==> src/rtl/i2c_target_pkg.sv <==
// Shared types and constants for the I2C register target.
package i2c_target_pkg;

   localparam int unsigned PTR_W    = 4;
   localparam int unsigned BYTE_W   = 8;
   localparam int unsigned FILT_LEN = 3;
   localparam int unsigned CNT_W    = 3;

   typedef enum logic [3:0] {
      S_IDLE,
      S_ADDR,
      S_ADDR_ACK,
      S_PTR,
      S_PTR_ACK,
      S_WRITE,
      S_WRITE_ACK,
      S_READ,
      S_READ_ACK,
      S_IGNORE
   } state_t;

   // Majority vote over the glitch-filter window
   function automatic logic majority(input logic [FILT_LEN-1:0] v);
      int unsigned ones;
      ones = 0;
      for (int unsigned i = 0; i < FILT_LEN; i++) begin
         if (v[i]) ones++;
      end
      return (ones > (FILT_LEN / 2));
   endfunction

endpackage

==> src/rtl/i2c_line_sync.sv <==
// Bus line conditioner: 2-FF synchroniser, majority glitch filter and
// rise/fall detection on the filtered level.
module i2c_line_sync
   import i2c_target_pkg::*;
(
   input  logic i_clk,
   input  logic i_reset,
   input  logic i_line,
   output logic o_level,
   output logic o_rise,
   output logic o_fall
);

   logic [1:0]          r_sync;
   logic [FILT_LEN-2:0] r_hist;
   logic                r_filt;
   logic                r_filt_d;
   logic [FILT_LEN-1:0] w_window;

   // Window is the newest synchronised sample plus the history behind it
   assign w_window = {r_hist, r_sync[1]};

   // Synchronise, filter and delay the line; idle bus level is high
   always_ff @(posedge i_clk or posedge i_reset) begin
      if (i_reset) begin
         r_sync   <= '1;
         r_hist   <= '1;
         r_filt   <= 1'b1;
         r_filt_d <= 1'b1;
      end else begin
         r_sync   <= {r_sync[0], i_line};
         r_hist   <= w_window[FILT_LEN-2:0];
         r_filt   <= majority(w_window);
         r_filt_d <= r_filt;
      end
   end

   assign o_level = r_filt;
   assign o_rise  = r_filt & ~r_filt_d;
   assign o_fall  = ~r_filt & r_filt_d;

endmodule

==> src/rtl/i2c_target_regs.sv <==
// I2C target exposing a 16 x 8-bit register file at DEV_ADDR, with a local
// host port onto the same registers.
module i2c_target_regs
   import i2c_target_pkg::*;
#(
   parameter logic [6:0]  DEV_ADDR  = 7'h3C,
   parameter int unsigned REG_COUNT = 16
)(
   input  logic              i_clk,
   input  logic              i_reset,
   input  logic              i_sda_in,
   input  logic              i_scl_in,
   output logic              o_sda_oe,
   output logic              o_scl_oe,
   input  logic [PTR_W-1:0]  i_host_addr,
   output logic [BYTE_W-1:0] o_host_rdata,
   input  logic              i_host_we,
   input  logic [BYTE_W-1:0] i_host_wdata,
   output logic              o_wr_valid,
   output logic [PTR_W-1:0]  o_wr_addr,
   output logic [BYTE_W-1:0] o_wr_data,
   output logic              o_busy
);

   state_t              r_state;
   logic [CNT_W-1:0]    r_bitcnt;
   logic [BYTE_W-2:0]   r_shift;
   logic [PTR_W-1:0]    r_ptr;
   logic                r_nine;
   logic                r_sda_oe;
   logic                r_busy;
   logic                r_wr_valid;
   logic [PTR_W-1:0]    r_wr_addr;
   logic [BYTE_W-1:0]   r_wr_data;
   logic [BYTE_W-1:0]   r_regs [REG_COUNT];

   logic                w_scl_level;
   logic                w_scl_rise;
   logic                w_scl_fall;
   logic                w_sda_level;
   logic                w_sda_rise;
   logic                w_sda_fall;
   logic                w_start;
   logic                w_stop;
   logic                w_last_bit;
   logic                w_commit;
   logic [BYTE_W-1:0]   w_byte_in;

   i2c_line_sync u_scl_sync (
      .i_clk   (i_clk),
      .i_reset (i_reset),
      .i_line  (i_scl_in),
      .o_level (w_scl_level),
      .o_rise  (w_scl_rise),
      .o_fall  (w_scl_fall)
   );

   i2c_line_sync u_sda_sync (
      .i_clk   (i_clk),
      .i_reset (i_reset),
      .i_line  (i_sda_in),
      .o_level (w_sda_level),
      .o_rise  (w_sda_rise),
      .o_fall  (w_sda_fall)
   );

   assign w_start    = w_scl_level & w_sda_fall;
   assign w_stop     = w_scl_level & w_sda_rise;
   assign w_last_bit = (r_bitcnt == CNT_W'(BYTE_W - 1));
   assign w_byte_in  = {r_shift, w_sda_level};
   assign w_commit   = (r_state == S_WRITE) & w_scl_rise & w_last_bit & ~w_start & ~w_stop;

   // Bus protocol FSM: framing, ACK/data drive on SCL fall, pointer and commit strobe
   always_ff @(posedge i_clk or posedge i_reset) begin
      if (i_reset) begin
         r_state    <= S_IDLE;
         r_bitcnt   <= '0;
         r_shift    <= '0;
         r_ptr      <= '0;
         r_nine     <= 1'b0;
         r_sda_oe   <= 1'b0;
         r_busy     <= 1'b0;
         r_wr_valid <= 1'b0;
         r_wr_addr  <= '0;
         r_wr_data  <= '0;
      end else begin
         r_wr_valid <= 1'b0;
         if (w_start) begin
            r_state  <= S_ADDR;
            r_bitcnt <= '0;
            r_nine   <= 1'b0;
            r_sda_oe <= 1'b0;
         end else if (w_stop) begin
            r_state  <= S_IDLE;
            r_nine   <= 1'b0;
            r_sda_oe <= 1'b0;
            r_busy   <= 1'b0;
         end else begin
            case (r_state)
               S_ADDR, S_PTR, S_WRITE: begin
                  if (w_scl_rise) begin
                     r_shift  <= w_byte_in[BYTE_W-2:0];
                     r_bitcnt <= r_bitcnt + CNT_W'(1);
                     if (w_last_bit) begin
                        r_nine <= 1'b0;
                        if (r_state == S_ADDR) begin
                           if (w_byte_in[7:1] == DEV_ADDR) begin
                              r_busy  <= 1'b1;
                              r_state <= S_ADDR_ACK;
                           end else begin
                              r_busy  <= 1'b0;
                              r_state <= S_IGNORE;
                           end
                        end else if (r_state == S_PTR) begin
                           r_ptr   <= w_byte_in[PTR_W-1:0];
                           r_state <= S_PTR_ACK;
                        end else begin
                           r_wr_valid <= 1'b1;
                           r_wr_addr  <= r_ptr;
                           r_wr_data  <= w_byte_in;
                           r_ptr      <= r_ptr + PTR_W'(1);
                           r_state    <= S_WRITE_ACK;
                        end
                     end
                  end
               end

               // First fall drives ACK, 9th rise arms, following fall ends the slot
               S_ADDR_ACK, S_PTR_ACK, S_WRITE_ACK: begin
                  if (w_scl_fall) begin
                     if (!r_nine) begin
                        r_sda_oe <= 1'b1;
                     end else begin
                        r_nine   <= 1'b0;
                        r_bitcnt <= '0;
                        if ((r_state == S_ADDR_ACK) && r_shift[0]) begin
                           r_state  <= S_READ;
                           r_shift  <= r_regs[r_ptr][BYTE_W-2:0];
                           r_sda_oe <= ~r_regs[r_ptr][BYTE_W-1];
                        end else begin
                           r_sda_oe <= 1'b0;
                           r_state  <= (r_state == S_ADDR_ACK) ? S_PTR : S_WRITE;
                        end
                     end
                  end else if (w_scl_rise) begin
                     r_nine <= 1'b1;
                  end
               end

               S_READ: begin
                  if (w_scl_fall) begin
                     r_sda_oe <= ~r_shift[BYTE_W-2];
                     r_shift  <= {r_shift[BYTE_W-3:0], 1'b0};
                  end else if (w_scl_rise) begin
                     r_bitcnt <= r_bitcnt + CNT_W'(1);
                     if (w_last_bit) begin
                        r_nine  <= 1'b0;
                        r_state <= S_READ_ACK;
                     end
                  end
               end

               // NACK is decided on the 9th rise; ACK reloads on the closing fall
               S_READ_ACK: begin
                  if (w_scl_fall) begin
                     if (!r_nine) begin
                        r_sda_oe <= 1'b0;
                     end else begin
                        r_nine   <= 1'b0;
                        r_bitcnt <= '0;
                        r_state  <= S_READ;
                        r_shift  <= r_regs[r_ptr][BYTE_W-2:0];
                        r_sda_oe <= ~r_regs[r_ptr][BYTE_W-1];
                     end
                  end else if (w_scl_rise) begin
                     if (!w_sda_level) begin
                        r_nine <= 1'b1;
                        r_ptr  <= r_ptr + PTR_W'(1);
                     end else begin
                        r_state <= S_IGNORE;
                     end
                  end
               end

               default: begin
                  r_sda_oe <= 1'b0;
               end
            endcase
         end
      end
   end

   // Register file: bus commit is applied after the host write so it wins a same-index collision
   always_ff @(posedge i_clk or posedge i_reset) begin
      if (i_reset) begin
         for (int unsigned i = 0; i < REG_COUNT; i++) begin
            r_regs[i] <= '0;
         end
      end else begin
         if (i_host_we) r_regs[i_host_addr] <= i_host_wdata;
         if (w_commit)  r_regs[r_ptr]       <= w_byte_in;
      end
   end

   assign o_host_rdata = r_regs[i_host_addr];
   assign o_sda_oe     = r_sda_oe;
   assign o_scl_oe     = 1'b0;
   assign o_wr_valid   = r_wr_valid;
   assign o_wr_addr    = r_wr_addr;
   assign o_wr_data    = r_wr_data;
   assign o_busy       = r_busy;

endmodule

==> config.mk <==
export PLATFORM = sky130hd
export DESIGN_NAME = i2c_target_regs
export DESIGN_NICKNAME = d
export VERILOG_FILES = /design/src/rtl/i2c_target_pkg.sv /design/src/rtl/i2c_line_sync.sv /design/src/rtl/i2c_target_regs.sv
export SDC_FILE = /design/constraint.sdc
export NUM_CORES = 1
export LEC_CHECK = 0
export CAP_MARGIN = 5
export CORE_ASPECT_RATIO = 0.6
export CORE_UTILIZATION = 35
export DETAILED_ROUTE_END_ITERATION = 6
export PLACE_DENSITY_LB_ADDON = 0.1
export SLEW_MARGIN = 20
export SYNTH_ARGS = -nofsm -noshare
export SYNTH_HDL_FRONTEND = slang
export SYNTH_HIERARCHICAL = 1
export SYNTH_SLANG_ARGS = --single-unit
==> constraint.sdc <==
create_clock -name i_clk -period 15.56 [get_ports i_clk]
set_clock_uncertainty 0.1 [all_clocks]
set_input_delay 3.112 -clock i_clk [delete_from_list [all_inputs] [get_ports i_clk]]
set_output_delay 3.112 -clock i_clk [all_outputs]
set_load 0.01 [all_outputs]
==> results_dict.tcl <==
set metrics [dict create \
    status "complete, no violations" \
    vdd_drop_max_v 0.0000741 \
    grt_pass1_wl_um 53200 \
    intPower_mw 1.05 \
    fin_util_pct 39.5 \
    diodes 0 \
    crit_family "buffers and inverters" \
    syn_area_um2 10900 \
    cp_max_fo 36 \
    tightest_slew_ns 1.06 \
    period_needed_ns 8.72 \
    num_rows 49 \
    cts_resized 0 \
    crit_type "in2out" \
    synth_nets 1000 \
    required_ns 12.35 \
    cts_tree "built" \
    antenna_left 0 \
    hold_violations 0 \
    totalWireLength_um 35300 \
    seq_area_um2 4370 \
    p_per_area_nw_per_um2 142 \
    startpoint_type "input pin" \
    via_count 7866 \
    multi_input_area_um2 5970 \
    dp_hpwl_um 23100 \
    clk_latency_ns 0.46 \
    root_buffer "clkbuf_16" \
    grt_max_degree 95 \
    worstPathArrival_ns 5.51 \
    first_pass_iters 5 \
    place_area_um2 11400 \
    synthArstFlopShare_pct 100 \
    max_cap_viol_count 0 \
    combPwrFrac_pct 30.8 \
    slew_viol_final 0 \
    path_clk_slew_ns 0.07 \
    wl_per_cell_um 25.7 \
    yosys_warnings 6 \
    cts_setup_buffers 0 \
    core_area_um2 30300 \
    grt_pass1_vias 7410 \
    hold_start "u_sda_sync/r_sync[0]$_DFF_PP1_" \
    start_util_pct 36.0 \
    clock.fmax_mhz 115 \
    crit_path_top_delay_cell "buf_2" \
    avgSynthCellArea_um2 11.2 \
    crit_start "i_host_addr[1]" \
    final_cell_count_no_fill 1374 \
    synth-seq-cells 174 \
    yosysUniqueCellTypes 68 \
    rsz0062_at_grt "false" \
    seq_power_share_pct 43.2 \
    io-pin-count 41 \
    vias_per_cell 5.72 \
    drive_gt1_share_pct 20.6 \
    area_growth_syn_to_layout_pct 9.66 \
    period_share_pct 56.0 \
    cp_common_cell "mux4_2" \
    port_buffers 39 \
    pre_cts_ws_ns 6.84 \
    dp.cells 1342 \
    synth-edff-count 0 \
    setup_slack_ns 6.84 \
    power_frac_clock_pct 25.9 \
    critPathMaxStageDelay_ns 0.73 \
    numCtsBuffers 17 \
    cp-end-kind "output port" \
    p_leak_nw 4.72 \
    min_path_type "reg2reg" \
    postCtsHoldBufs 0 \
    drc 0 \
    worstPathCellList "buf_2, mux4_2, mux4_2, clkdlybuf4s50_1" \
    final_area_um2 12000 \
    globalplace.congestion 0.847 \
    track_usage_pct 23.2 \
    tns_ns 0 \
    antenna_found_initial 0 \
    seq_area_frac_synth_pct 40.0 \
    path_buf_inv 2 \
    synth_cells 973 \
    cts_max_level 4 \
    fp.dieArea_um2 32000 \
    drt_iter0_drc 796 \
    p_sw_share_pct 38.1 \
    overflow 0 \
    ys.flop_type "dfrtp_1" \
    clock_sinks 174 \
    die_w_um 230 \
    dieHeight_um 139 \
    nets 980 \
    clockBufferDepth 2 \
    relSlewSlack_pct 29.2 \
    worstReg2RegStart "u_scl_sync/o_level$_DFF_PP1_" \
    power.net_switching_mw 0.647 \
    finalSetupViolCount 0 \
    fill_cells 2935 \
]
-- placed cells by master, fill, tap and decap left out, types with 8 or more instances in the layout --
master | netlist | layout
a21oi_1 | 138 | 138
a21oi_2 | 14 | 14
a22oi_1 | 17 | 17
buf_4 | 7 | 10
clkbuf_16 | 0 | 20
clkdlybuf4s50_1 | 0 | 36
dfrtp_1 | 162 | 160
dfstp_2 | 12 | 12
ha_1 | 10 | 10
inv_1 | 23 | 22
mux2_2 | 12 | 12
mux2i_1 | 139 | 139
mux4_2 | 72 | 72
nand2_1 | 13 | 13
nand3_4 | 16 | 16
nor2_1 | 138 | 138
nor2_2 | 8 | 8
nor2b_1 | 10 | 10
o21ai_0 | 13 | 13
-- final cells by class --
type	count	share of cell area, %
Multi-Input combinational cell	688	49.8
Sequential cell	174	36.5
Tap cell	408	4.26
Clock buffer	21	4.21
Timing Repair Buffer	49	3.76
Inverter	23	0.762
Clock inverter	11	0.741
-- worst paths after layout --
kind	depth (start not counted)	to	slack, ns
worst max-delay path	4	o_host_rdata[6]	6.84
worst min-delay path	0	u_sda_sync/r_sync[1]$_DFF_PP1_	0.26
worst max register to register	7	r_regs[3]$_DFF_PP0_	12.05
worst min register to register	0	u_sda_sync/r_sync[1]$_DFF_PP1_	0.26
max in group asynchronous	3	r_regs[59]$_DFF_PP0_	10.61
min in group asynchronous	2	u_scl_sync/o_level$_DFF_PP1_	3.17
-- registers in the layout, summed over array words and instances, names as in the netlist, 3 cells and up --
| register | cells |
|---|---|
| o_wr_addr | 4 |
| o_wr_data | 8 |
| r_bitcnt | 3 |
| r_ptr | 4 |
| r_regs | 128 |
| r_shift | 7 |
| r_state | 4 |
-- power groups by stage --
stage                     logic [mW]  clock network, mW  registers [mW]
final                          0.524              0.441           0.735
after floorplan                0.471                  0           0.612
after global routing           0.572              0.475           0.751
after detailed placement       0.522                  0           0.738
after CTS                      0.524              0.453           0.730
after global placement         0.517                  0           0.746
-- worst register-to-register path, stage by stage, from the launching register on --
cell and delay (ns):
dfstp_2 0.58, nor2b_1 0.48, nand2_1 0.31, nor4b_4 0.63
buf_4 0.59, nand3_4 0.39, nor2_1 0.25, a21oi_2 0.05
-- cells in the mapped netlist, types with 2 or more instances --
| cell type | instances | share of area, % |
|---|---|---|
| a22oi_1 | 17 | 1.2 |
| nand3_4 | 16 | 2.6 |
| nor2b_1 | 10 | 0.57 |
| mux2_2 | 12 | 1.2 |
| ha_1 | 10 | 1.1 |
| o211ai_1 | 2 | 0.14 |
| a22o_1 | 4 | 0.32 |
| a21oi_1 | 138 | 6.3 |
| dfstp_2 | 12 | 2.9 |
| a31o_2 | 2 | 0.16 |
| o211ai_2 | 2 | 0.23 |
| nor2_1 | 138 | 4.7 |
| nand4b_1 | 2 | 0.16 |
| a31oi_1 | 2 | 0.11 |
| nor3b_1 | 4 | 0.27 |
| inv_1 | 23 | 0.79 |
| or3_1 | 5 | 0.29 |
| nand2_1 | 13 | 0.45 |
| nor2_2 | 8 | 0.46 |
| buf_2 | 28 | 1.3 |
| nand4_1 | 3 | 0.17 |
| buf_4 | 7 | 0.48 |
| nand3_1 | 6 | 0.27 |
| nand3b_1 | 6 | 0.41 |
| mux4_2 | 72 | 15 |
| and3_1 | 2 | 0.11 |
| dfrtp_1 | 162 | 37 |
| mux2i_1 | 139 | 13 |
| and2_1 | 3 | 0.17 |
| buf_6 | 15 | 1.5 |
| a21oi_2 | 14 | 1.1 |
| nand2b_1 | 6 | 0.34 |
| o21a_1 | 2 | 0.14 |
| buf_1 | 5 | 0.17 |
| clkbuf_1 | 32 | 1.1 |
| nor4b_4 | 2 | 0.43 |
| nor2_4 | 3 | 0.31 |
| o21ai_1 | 3 | 0.14 |
| nor3_1 | 2 | 0.092 |
| o21ai_0 | 13 | 0.60 |
-- stage by stage --
stage	hold WS [ns]	total power [mW]
after floorplan	0.245	1.08
after global placement	0.246	1.26
after detailed placement	0.247	1.26
after CTS	0.258	1.71
after global routing	0.266	1.80
final	0.257	1.70
-- layer usage --
layer	part of all wire [%]	vias to the layer above	track usage [%]
met5	0	-	0
met4	1.4	0	5.54
met3	9.0	32	7.18
met1	50	3962	37.1
li1	-	3533	-
met2	40	339	29.3
-- logic make-up after synthesis --
family	share of synthesized area, %
buffers and inverters	5.41
muxes	28.9
adders and majority gates	1.14
AOI/OAI and AO/OA	12.0
DFF	40.0
and+or+nand+nor	12.5
other	0.0343
Note: power is estimated with default switching activity, not from simulation.
